==> config.mk <==
export PLATFORM = sky130hd
export DESIGN_NAME = vga_config_sequencer
export DESIGN_NICKNAME = d
export VERILOG_FILES = /design/src/rtl/vga_config_sequencer.sv
export SDC_FILE = /design/constraint.sdc
export NUM_CORES = 1
export LEC_CHECK = 0
export ABC_CLOCK_PERIOD_IN_PS = 2300
export CORE_ASPECT_RATIO = 2
export CORE_UTILIZATION = 32
export DETAILED_ROUTE_END_ITERATION = 7
export GPL_TIMING_DRIVEN = 0
export SLEW_MARGIN = 0
export SYNTH_ARGS = -nofsm -noshare
export SYNTH_HDL_FRONTEND = slang
export SYNTH_SLANG_ARGS = --single-unit
==> constraint.sdc <==
create_clock -name clk -period 2.3 [get_ports clk]
set_input_delay 0.345 -clock clk [delete_from_list [all_inputs] [get_ports clk]]
set_output_delay 0.345 -clock clk [all_outputs]
set_load 0.005 [all_outputs]
==> src/rtl/vga_config_sequencer.sv <==
// -----------------------------------------------------------------------------
// vga_config_sequencer
//
// Builds 32-bit VGA configuration packets from bytes delivered by the SPI
// peripheral. A packet starts with SYNC_BYTE and is followed by four data
// bytes, MSB first. A completed packet is held in a shadow register. The
// shadow is copied to the live configuration only on frame_start, which marks
// the start of vertical blank, so a frame never shows half-applied settings.
// The all-ones packet (STAT_CLR) clears the sticky error flag and does not
// touch the shadow.
//
// Build option:
//   CFG_CHECKSUM_EN  when defined, a packet carries a fifth XOR checksum byte
//                    after the data bytes. A bad checksum drops the packet
//                    and sets err_sticky.
//
// Ports:
//   clk             system clock
//   rst             synchronous reset, active-high
//   ss              SPI chip select, active-low; a rising edge aborts a packet
//   byte_valid      1-cycle strobe, byte_data holds a received byte
//   byte_data [7:0] received byte
//   frame_start     1-cycle pulse at start of vertical blank
//   config_out[31:0] live configuration ([31:30] = pixel_mux select)
//   config_pending  shadow holds a packet not yet committed
//   status_byte[7:0] {pending, err_sticky, state[1:0], 1'b0, frame_cnt[2:0]}
//   err_sticky      latched protocol error (abort, timeout, bad checksum)
// -----------------------------------------------------------------------------
module vga_config_sequencer #(
  parameter logic [7:0]  SYNC_BYTE      = 8'h5A,
  parameter logic [31:0] CFG_RESET      = 32'h00FC_0000,
  parameter int unsigned TIMEOUT_CYCLES = 4096
) (
  input  logic        clk,
  input  logic        rst,
  input  logic        ss,
  input  logic        byte_valid,
  input  logic [7:0]  byte_data,
  input  logic        frame_start,
  output logic [31:0] config_out,
  output logic        config_pending,
  output logic [7:0]  status_byte,
  output logic        err_sticky
);

  localparam int TIMER_W = $clog2(TIMEOUT_CYCLES + 1);
  localparam logic [TIMER_W-1:0] TIMER_LAST = TIMER_W'(TIMEOUT_CYCLES - 1);

  typedef enum logic [1:0] {
    ST_IDLE = 2'd0,
    ST_DATA = 2'd1,
    ST_CHK  = 2'd2,
    ST_DONE = 2'd3
  } state_t;

  state_t               r_state;
  state_t               w_state_next;
  logic [1:0]           r_idx;
  logic [31:0]          r_asm;
  logic [31:0]          r_shadow;
  logic [31:0]          r_config;
  logic                 r_pending;
  logic                 r_err;
  logic [2:0]           r_frame_cnt;
  logic [7:0]           r_status;
  logic [TIMER_W-1:0]   r_timer;
  logic                 r_ss_q;

  logic                 w_collecting;
  logic                 w_ss_rise;
  logic                 w_timeout;
  logic                 w_stat_clr;
  logic                 w_load;
  logic                 w_err_set;
  logic                 w_timer_run;

  assign w_collecting = (r_state == ST_DATA) || (r_state == ST_CHK);
  assign w_ss_rise    = ss & ~r_ss_q;
  // The timer holds the number of idle cycles already spent in the packet,
  // so the idle cycle that would make it TIMEOUT_CYCLES ends the packet.
  assign w_timeout    = w_collecting && !byte_valid && (r_timer == TIMER_LAST);
  assign w_stat_clr   = (r_asm == 32'hFFFF_FFFF);

`ifdef CFG_CHECKSUM_EN
  logic [7:0] w_xor;
  assign w_xor = r_asm[31:24] ^ r_asm[23:16] ^ r_asm[15:8] ^ r_asm[7:0];
`endif

  // Next-state logic and per-cycle control strobes.
  // NOTE: every signal written here gets a default first, so no path leaves
  // a signal unassigned and no latch is inferred.
  always_comb begin
    w_state_next = r_state;
    w_load       = 1'b0;
    w_err_set    = 1'b0;
    case (r_state)
      ST_IDLE: begin
        if (byte_valid && (byte_data == SYNC_BYTE)) w_state_next = ST_DATA;
      end
      ST_DATA: begin
        if (w_ss_rise || w_timeout) begin
          w_state_next = ST_IDLE;
          w_err_set    = 1'b1;
        end else if (byte_valid) begin
          w_load = 1'b1;
          if (r_idx == 2'd3) begin
`ifdef CFG_CHECKSUM_EN
            w_state_next = ST_CHK;
`else
            w_state_next = ST_DONE;
`endif
          end
        end
      end
      ST_CHK: begin
`ifdef CFG_CHECKSUM_EN
        if (w_ss_rise || w_timeout) begin
          w_state_next = ST_IDLE;
          w_err_set    = 1'b1;
        end else if (byte_valid) begin
          if (byte_data == w_xor) begin
            w_state_next = ST_DONE;
          end else begin
            w_state_next = ST_IDLE;
            w_err_set    = 1'b1;
          end
        end
`else
        w_state_next = ST_IDLE;
`endif
      end
      ST_DONE: w_state_next = ST_IDLE;
      default: w_state_next = ST_IDLE;
    endcase
  end

  // The timer runs only while the packet stays in the same collecting state
  // without a byte. Any byte, exit or state change clears it.
  assign w_timer_run = w_collecting && !byte_valid && (w_state_next == r_state);

  // NOTE: state is updated with non-blocking assignments only, so every
  // register here sees the pre-edge value of every other register.
  always_ff @(posedge clk) begin
    if (rst) begin
      r_state     <= ST_IDLE;
      r_idx       <= 2'd0;
      r_asm       <= 32'd0;
      r_shadow    <= CFG_RESET;
      r_config    <= CFG_RESET;
      r_pending   <= 1'b0;
      r_err       <= 1'b0;
      r_frame_cnt <= 3'd0;
      r_status    <= 8'h00;
      r_timer     <= '0;
      r_ss_q      <= 1'b1;
    end else begin
      r_state <= w_state_next;
      r_ss_q  <= ss;
      r_timer <= w_timer_run ? r_timer + 1'b1 : '0;

      if (r_state == ST_IDLE) r_idx <= 2'd0;
      else if (w_load)        r_idx <= r_idx + 2'd1;

      if (w_load) begin
        case (r_idx)
          2'd0:    r_asm[31:24] <= byte_data;
          2'd1:    r_asm[23:16] <= byte_data;
          2'd2:    r_asm[15:8]  <= byte_data;
          default: r_asm[7:0]   <= byte_data;
        endcase
      end

      if (w_err_set)                             r_err <= 1'b1;
      else if ((r_state == ST_DONE) && w_stat_clr) r_err <= 1'b0;

      if (frame_start) r_frame_cnt <= r_frame_cnt + 3'd1;

      // A packet finishing during frame_start goes live at once and
      // replaces any older pending packet.
      if ((r_state == ST_DONE) && !w_stat_clr) begin
        r_shadow <= r_asm;
        if (frame_start) begin
          r_config  <= r_asm;
          r_pending <= 1'b0;
        end else begin
          r_pending <= 1'b1;
        end
      end else if (frame_start && r_pending) begin
        r_config  <= r_shadow;
        r_pending <= 1'b0;
      end

      // The status byte is a snapshot of the registers as they were
      // before this edge.
      r_status <= {r_pending, r_err, r_state, 1'b0, r_frame_cnt};
    end
  end

  assign config_out     = r_config;
  assign config_pending = r_pending;
  assign err_sticky     = r_err;
  assign status_byte    = r_status;

endmodule
==> qor.yml, run 1 <==
layout:
  nets: 604
  drive_above_1_share: 0.121
  final_common_cell: "dfxtp_1"
  area_growth_pct: 28.2
  num_antenna_cells: 0
  layout_common_cells: "dfxtp_1, nor2_1, clkdlybuf4s50_1"
  fillCellCount: 1446
global_routing:
  grt_usage: 0.166
  antenna_found_initial: 0
  grt_pass1_wl_mm: 19.2
  first_global_vias: 3913
  grt_max_degree: 17
  grt_overflow: 0
worst_setup_path:
  required_ns: 2.62
  rrSetupSlack_ns: 0.11
  cp-end-kind: "register"
  r2r_end: "config_out[28]"
  critPathLaunchType: "register"
  r2r_start: "r_asm[19]"
  setup.worst_path.end: "config_out[28]"
  worst_setup_path_startpoint: "r_asm[19]"
  worstPathMaxFanout: 10
  reg2reg_depth: 8
  cp_data_arrival_time_ns: 2.51
  crit_type: "register to register"
clock_tree:
  cts_hold_buf: 0
  cts_buffer_depth: 2
  htree_levels: 4
  cts_root_buffer: "clkbuf_16"
  cts_buffers: 17
  clkLatencyLatePin_ns: 0.42
  clock_sinks: 126
  clk_pin_slew_worst_paths_ns: 0.06
  cts_tree: "done"
logic_synthesis:
  syn_inst: 509
  synth_top_area_share: 0.514
  synthAdderAreaFrac: 0.0255
  synth_flop_cell: "dfxtp_1"
  synth_compound_area_frac: 0.123
  syn-num-nets: 532
  ys_types: 37
  ys_warn_count: 0
  synthXorXnorAreaFrac: 0.0250
  async_flop_share: 0
  synth_top_family_by_area: "simple AND/OR/NAND/NOR gates"
  syn-mean-instance-area_sq_um: 9.64
  ys_seq_area_frac: 0.514
  synth_edf_count: 0
  synth_simple_gate_area_frac: 0.200
  yosysTopAreaCell: "dfxtp_1"
  synth_area_sq_um: 4910
  synth.area.top_cells: "dfxtp_1, mux2i_1, a211oi_2"
  synthMuxAreaShare: 0.0693
  ys_ff_latch: 126
timing:
  rsz0062_at_grt: "false"
  fin_crit_sh: 0.952
  setup_ws_ns: 0.110
  fmax_ghz: 0.457
  worstMarginPinSlew_ns: 0.848
  max_slew_margin: 0.435
  hold_ws_ns: 0.482
  drv_slew: 0
  tns_ns: 0
  hold_viol: 0
  setup_viol: 0
  fin_crit_ns: 2.19
  skew_ns: 0.00564
route:
  num_vias: 3886
  post_drt_wl_per_cell_um: 15.7
  drtPass1Iterations: 4
  drt-total-wl_mm: 12.4
  drt_iter0_drc: 177
  final_antenna_net_count: 0
  drc: 0
  via_per_inst: 4.93
floorplanning:
  boundaryPins: 55
  die-area_sq_um: 15900
  die_h_um: 177
  coreArea_sq_um: 14900
  die_x_um: 89.6
  start_util: 0.329
  row_count: 63
place:
  pre_cts_slack_ns: -0.172
  port_buffers: 52
  finalWeightedCongestion: 0.839
  post-dp-hpwl_mm: 9.34
flow_run:
  maxCapViolations: 0
power:
  ir_drop_mv: 0.538
  power_density_nw_per_um2: 794
  leakagePower_nw: 2.12
worst_hold_path:
  min_path_type: "register to register"
outcome:
  status: "complete, no violations"
## worst min-delay path by stage
stage	from	cells past startpoint	end
6_report	r_asm[11]	2	r_asm[11]
5_1_grt	r_frame_cnt[2]	1	status_byte[2]
4_1_cts	r_asm[2]	2	r_asm[2]
3_5_place_dp	r_asm[2]	2	r_asm[2]
3_3_place_gp	r_timer[0]	1	r_timer[0]
2_1_floorplan	frame_start	1	config_pending
## cell type report
class                      instances  area, sq um  share of cell area
tap                              195          244              0.0388
clock buffer                      18          439              0.0698
sequential                       126         2520               0.401
timing repair buffer              53          528              0.0839
buffer                            36          186              0.0296
inverter                           6         22.5             0.00358
clock inverter                    14          161              0.0256
multi-input combinational        341         2190               0.348
## cell usage after synthesis, types with 3 or more instances
library cell  number
dfxtp_1          126
nor2_1            55
nand2_1           42
a21oi_1           37
nand3_1           37
mux2i_1           34
nor3_1            29
clkbuf_1          21
a211oi_2          20
ha_1              10
nand4_1           10
a211oi_1           8
nand2b_1           8
a22oi_1            7
xnor2_1            7
xor2_1             7
inv_1              6
buf_1              5
buf_6              5
nor2b_1            5
and3_1             4
and4_1             4
buf_2              3
o21ai_0            3
## power by group
| group | switching, W | internal [W] | total [W] |
|---|---|---|---|
| Clock | 0.00106 | 0.00164 | 0.00270 |
| Combinational | 0.0000675 | 0.0000382 | 0.000106 |
| Sequential | 0.00000375 | 0.00219 | 0.00219 |
| Total | 0.00113 | 0.00387 | 0.00500 |
## timing repair
item / in CTS / in global routing
setup endpoints to repair: 0 / 19
resized for setup: 0 / 6
setup buffers: 0 / 1
## worst max-delay path, cell delays in order (launching register included)
cell	delay [ns]
dfxtp_1	0.41
nand4_1	0.18
nor4_4	0.44
buf_4	0.18
a21boi_1	0.06
buf_4	0.21
buf_6	0.18
mux2i_1	0.16
a211oi_1	0.28
## routing by layer
layer	vias up	global-route usage	part of all wire
met5	-	0	0
met4	0	0.103	0.041
met2	79	0.304	0.57
li1	1916	-	-
met3	34	0.0396	0.029
met1	1857	0.158	0.36
## flip-flops by register name, summed over array words and instances, names as in the netlist, 2 cells and up
signal and cells:
config_out 32, r_asm 32, r_frame_cnt 3, r_idx 2
r_shadow 32, r_state 2, r_timer 13, status_byte 7
## cells by family (layout without fill, tap and decap cells)
family | after synthesis | count (layout)
AND/OR/NAND/NOR | 202 | 202
XOR/XNOR | 14 | 14
other | 1 | 1
adder cells (fa/ha/maj) | 10 | 10
AO/OA/AOI/OAI | 80 | 80
multiplexers | 34 | 34
flip-flops | 126 | 126
buffers and inverters | 42 | 127
## through the flow
step                area (sq um)  total power, W  cells  utilization
floorplan                   4910         0.00229    509            -
global placement            5670         0.00235    756        0.381
detailed placement          5670         0.00235    756        0.381
CTS                         6270         0.00505    788        0.421
global route                6290         0.00513    789        0.422
finish                      6290         0.00500    789        0.422
No activity file was read; power rests on OpenSTA's default activity.
==> run 2, diff against run 1 <==
--- a/config.mk
+++ b/config.mk
@@ -5,8 +5,8 @@
 export SDC_FILE = /design/constraint.sdc
 export NUM_CORES = 1
 export LEC_CHECK = 0
-export ABC_CLOCK_PERIOD_IN_PS = 2300
-export CORE_ASPECT_RATIO = 2
+export ABC_CLOCK_PERIOD_IN_PS = 2130
+export CORE_ASPECT_RATIO = 0.9
 export CORE_UTILIZATION = 32
 export DETAILED_ROUTE_END_ITERATION = 7
 export GPL_TIMING_DRIVEN = 0
==> constraint.sdc (replaced) <==
create_clock -name clk -period 2.13 [get_ports clk]
set_input_delay 0.3195 -clock clk [delete_from_list [all_inputs] [get_ports clk]]
set_output_delay 0.3195 -clock clk [all_outputs]
set_load 0.005 [all_outputs]
==> qor.yml, run 2 (synthesis gave the netlist of run 1 again) <==
route:
  drt-total-wl_mm: 12.0  # -2.8%
  drc: 1  # +1
  final_antenna_net_count: 0  # unchanged
  via_per_inst: 4.96  # +0.72%
  drt_iter0_drc: 188  # +6.2%
  drtPass1Iterations: 7  # +3
  post_drt_wl_per_cell_um: 15.2  # -2.8%
  num_vias: 3914  # +0.72%
timing:
  worstMarginPinSlew_ns: 0.811  # -0.0376 ns
  fmax_ghz: 0.474  # +3.9%
  max_slew_margin: 0.460  # +0.0251
  setup_ws_ns: 0.0221  # -0.0880 ns
  fin_crit_ns: 2.11  # -0.0820 ns
  skew_ns: 0.0129  # +0.00722 ns
  setup_viol: 0  # unchanged
  fin_crit_sh: 0.990  # +0.0375
  drv_slew: 0  # unchanged
  hold_ws_ns: 0.479  # -0.00281 ns
  rsz0062_at_grt: "true"
  hold_viol: 0  # unchanged
  tns_ns: 0  # unchanged
power:
  leakagePower_nw: 2.16  # +1.6%
  p_switching_w: 0.00105  # -7.1%
  power_density_nw_per_um2: 828  # +4.2%
  p_sw_frac: 0.198  # -0.0275
  clkPwrFrac: 0.530  # -0.010
  seqPwrFrac: 0.448  # +0.009
  combPwrFrac: 0.022  # about the same
  p_int_w: 0.00424  # +9.5%
  total_power_w: 0.00529  # +5.8%
  ir_drop_mv: 0.558  # +3.8%
global_routing:
  grt_most_used_layer: "met2"
  grtUsageMet3: 0.0460  # +0.00640
  met2_usage: 0.251  # -0.0530
  grt_max_degree: 17  # unchanged
  grt_usage: 0.157  # -0.00845
  antenna_found_initial: 0  # unchanged
  grt_pass1_wl_mm: 19.0  # -1.2%
  first_global_vias: 3718  # -5.0%
  grt_use_met1: 0.197  # +0.0391
  grt_overflow: 0  # unchanged
worst_setup_path:
  critPathLaunchType: "register"
  required_ns: 2.40  # -0.22 ns
  crit_type: "register to register"
  worstPathMaxFanout: 10  # unchanged
  cp-end-kind: "register"
  cp_data_arrival_time_ns: 2.38  # -0.13 ns
floorplanning:
  row_count: 42  # -33%
  die_x_um: 133  # +48%
  die_h_um: 119  # -33%
  die-area_sq_um: 15800  # -0.18%
  coreArea_sq_um: 14800  # -0.53%
  start_util: 0.331  # +0.00175
  boundaryPins: 55  # unchanged
layout:
  nets: 604  # unchanged
  final_cell_area_sq_um: 6390  # +1.5%
  area_growth_pct: 30.1
  fillCellCount: 1418  # -1.9%
  layout_common_cells: "dfxtp_1, nor2_1, clkdlybuf4s50_1"
  drive_above_1_share: 0.164  # +0.0429
  num_antenna_cells: 0  # unchanged
  final_common_cell: "dfxtp_1"
clock_tree:
  cts_buffers: 17  # unchanged
  cts_buffer_depth: 2  # unchanged
  cts_tree: "done"
  clkLatencyLatePin_ns: 0.42  # about the same
  cts_root_buffer: "clkbuf_16"
  clock_sinks: 126  # unchanged
  htree_levels: 4  # unchanged
  clk_pin_slew_worst_paths_ns: 0.06  # about the same
place:
  dpl_cell_area_sq_um: 5680  # about the same
  port_buffers: 52  # unchanged
  post-dp-hpwl_mm: 8.47  # -9.2%
  finalWeightedCongestion: 0.820  # -2.3%
  pre_cts_slack_ns: -0.375  # -0.204 ns
outcome:
  violations: "DRC"
  status: "complete, but fails checks"
worst_hold_path:
  min_path_type: "register to register"
flow_run:
  maxCapViolations: 0  # unchanged
## run 2: changes by cell type in the layout (fill, tap and decap cells not counted), sizes merged
cell	before	now
bufinv	2	3
clkinv	7	6
clkbuf	39	40
inv	9	6
buf	16	17
clkinvlp	2	0
## run 2: routing by layer
metal | vias up | routed length [um]
met5 | - | 0
met4 | 0 | 209
met3 | 19 | 665
met2 | 112 | 5610
met1 | 1856 | 5530
li1 | 1927 | -
## run 2: power by group through the flow
stage | Clock [W] | Combinational (W) | Sequential (W)
global placement | 0 | 0.000113 | 0.00242
CTS | 0.00284 | 0.000114 | 0.00237
global route | 0.00298 | 0.000123 | 0.00237
finish | 0.00280 | 0.000114 | 0.00237
detailed placement | 0 | 0.000114 | 0.00242
floorplan | 0 | 0.0000505 | 0.00242
## run 2: path summary, 6_finish.rpt
kind             start       endpoint  slack, ns  cells past startpoint
max           r_asm[7]  config_out[6]       0.02                      8
min          r_asm[27]      r_asm[27]       0.48                      2
min reg2reg  r_asm[27]      r_asm[27]       0.48                      2
max reg2reg   r_asm[7]  config_out[6]       0.02                      8
## run 2: layout make-up
type,count,area (sq um),area share
Multi-Input combinational cell,341,2300,0.360
Clock inverter,9,120,0.0188
Sequential cell,126,2530,0.396
Tap cell,198,248,0.0388
Buffer,36,195,0.0306
Clock buffer,20,447,0.0699
Timing Repair Buffer,53,528,0.0827
Inverter,6,22.5,0.00353
## run 2: critical path: stages (launching register included)
cell      delay (ns)
dfxtp_4         0.38
nand4_1         0.18
nor4_4          0.43
buf_4           0.18
a21boi_1        0.06
buf_6           0.17
buf_6           0.17
mux2i_2         0.27
a211oi_2        0.11
## run 2: through the flow
step / utilization / std cells
5_1_grt: 0.431 / 789
3_3_place_gp: 0.383 / 759
4_1_cts: 0.421 / 788
6_report: 0.431 / 789
3_5_place_dp: 0.383 / 759
2_1_floorplan: - / 509
## run 2: repair_timing
| item | CTS | global route |
|---|---|---|
| gates resized for setup | 1 | 42 |
| hold buffers | 0 | 0 |
| cloned | 0 | 0 |
| pin swaps | 0 | 2 |
| buffers inserted | 0 | 1 |
| endpoints found under the setup margin | 10 | 50 |
==> run 3, diff against run 2 <==
--- a/config.mk
+++ b/config.mk
@@ -8,6 +8,7 @@
 export ABC_CLOCK_PERIOD_IN_PS = 2130
 export CORE_ASPECT_RATIO = 0.9
 export CORE_UTILIZATION = 32
+export CTS_CLUSTER_SIZE = 24
 export DETAILED_ROUTE_END_ITERATION = 7
 export GPL_TIMING_DRIVEN = 0
 export SLEW_MARGIN = 0
==> results of run 3 <==
Same layout as run 2: the final DEF is identical, and so are final timing and power.
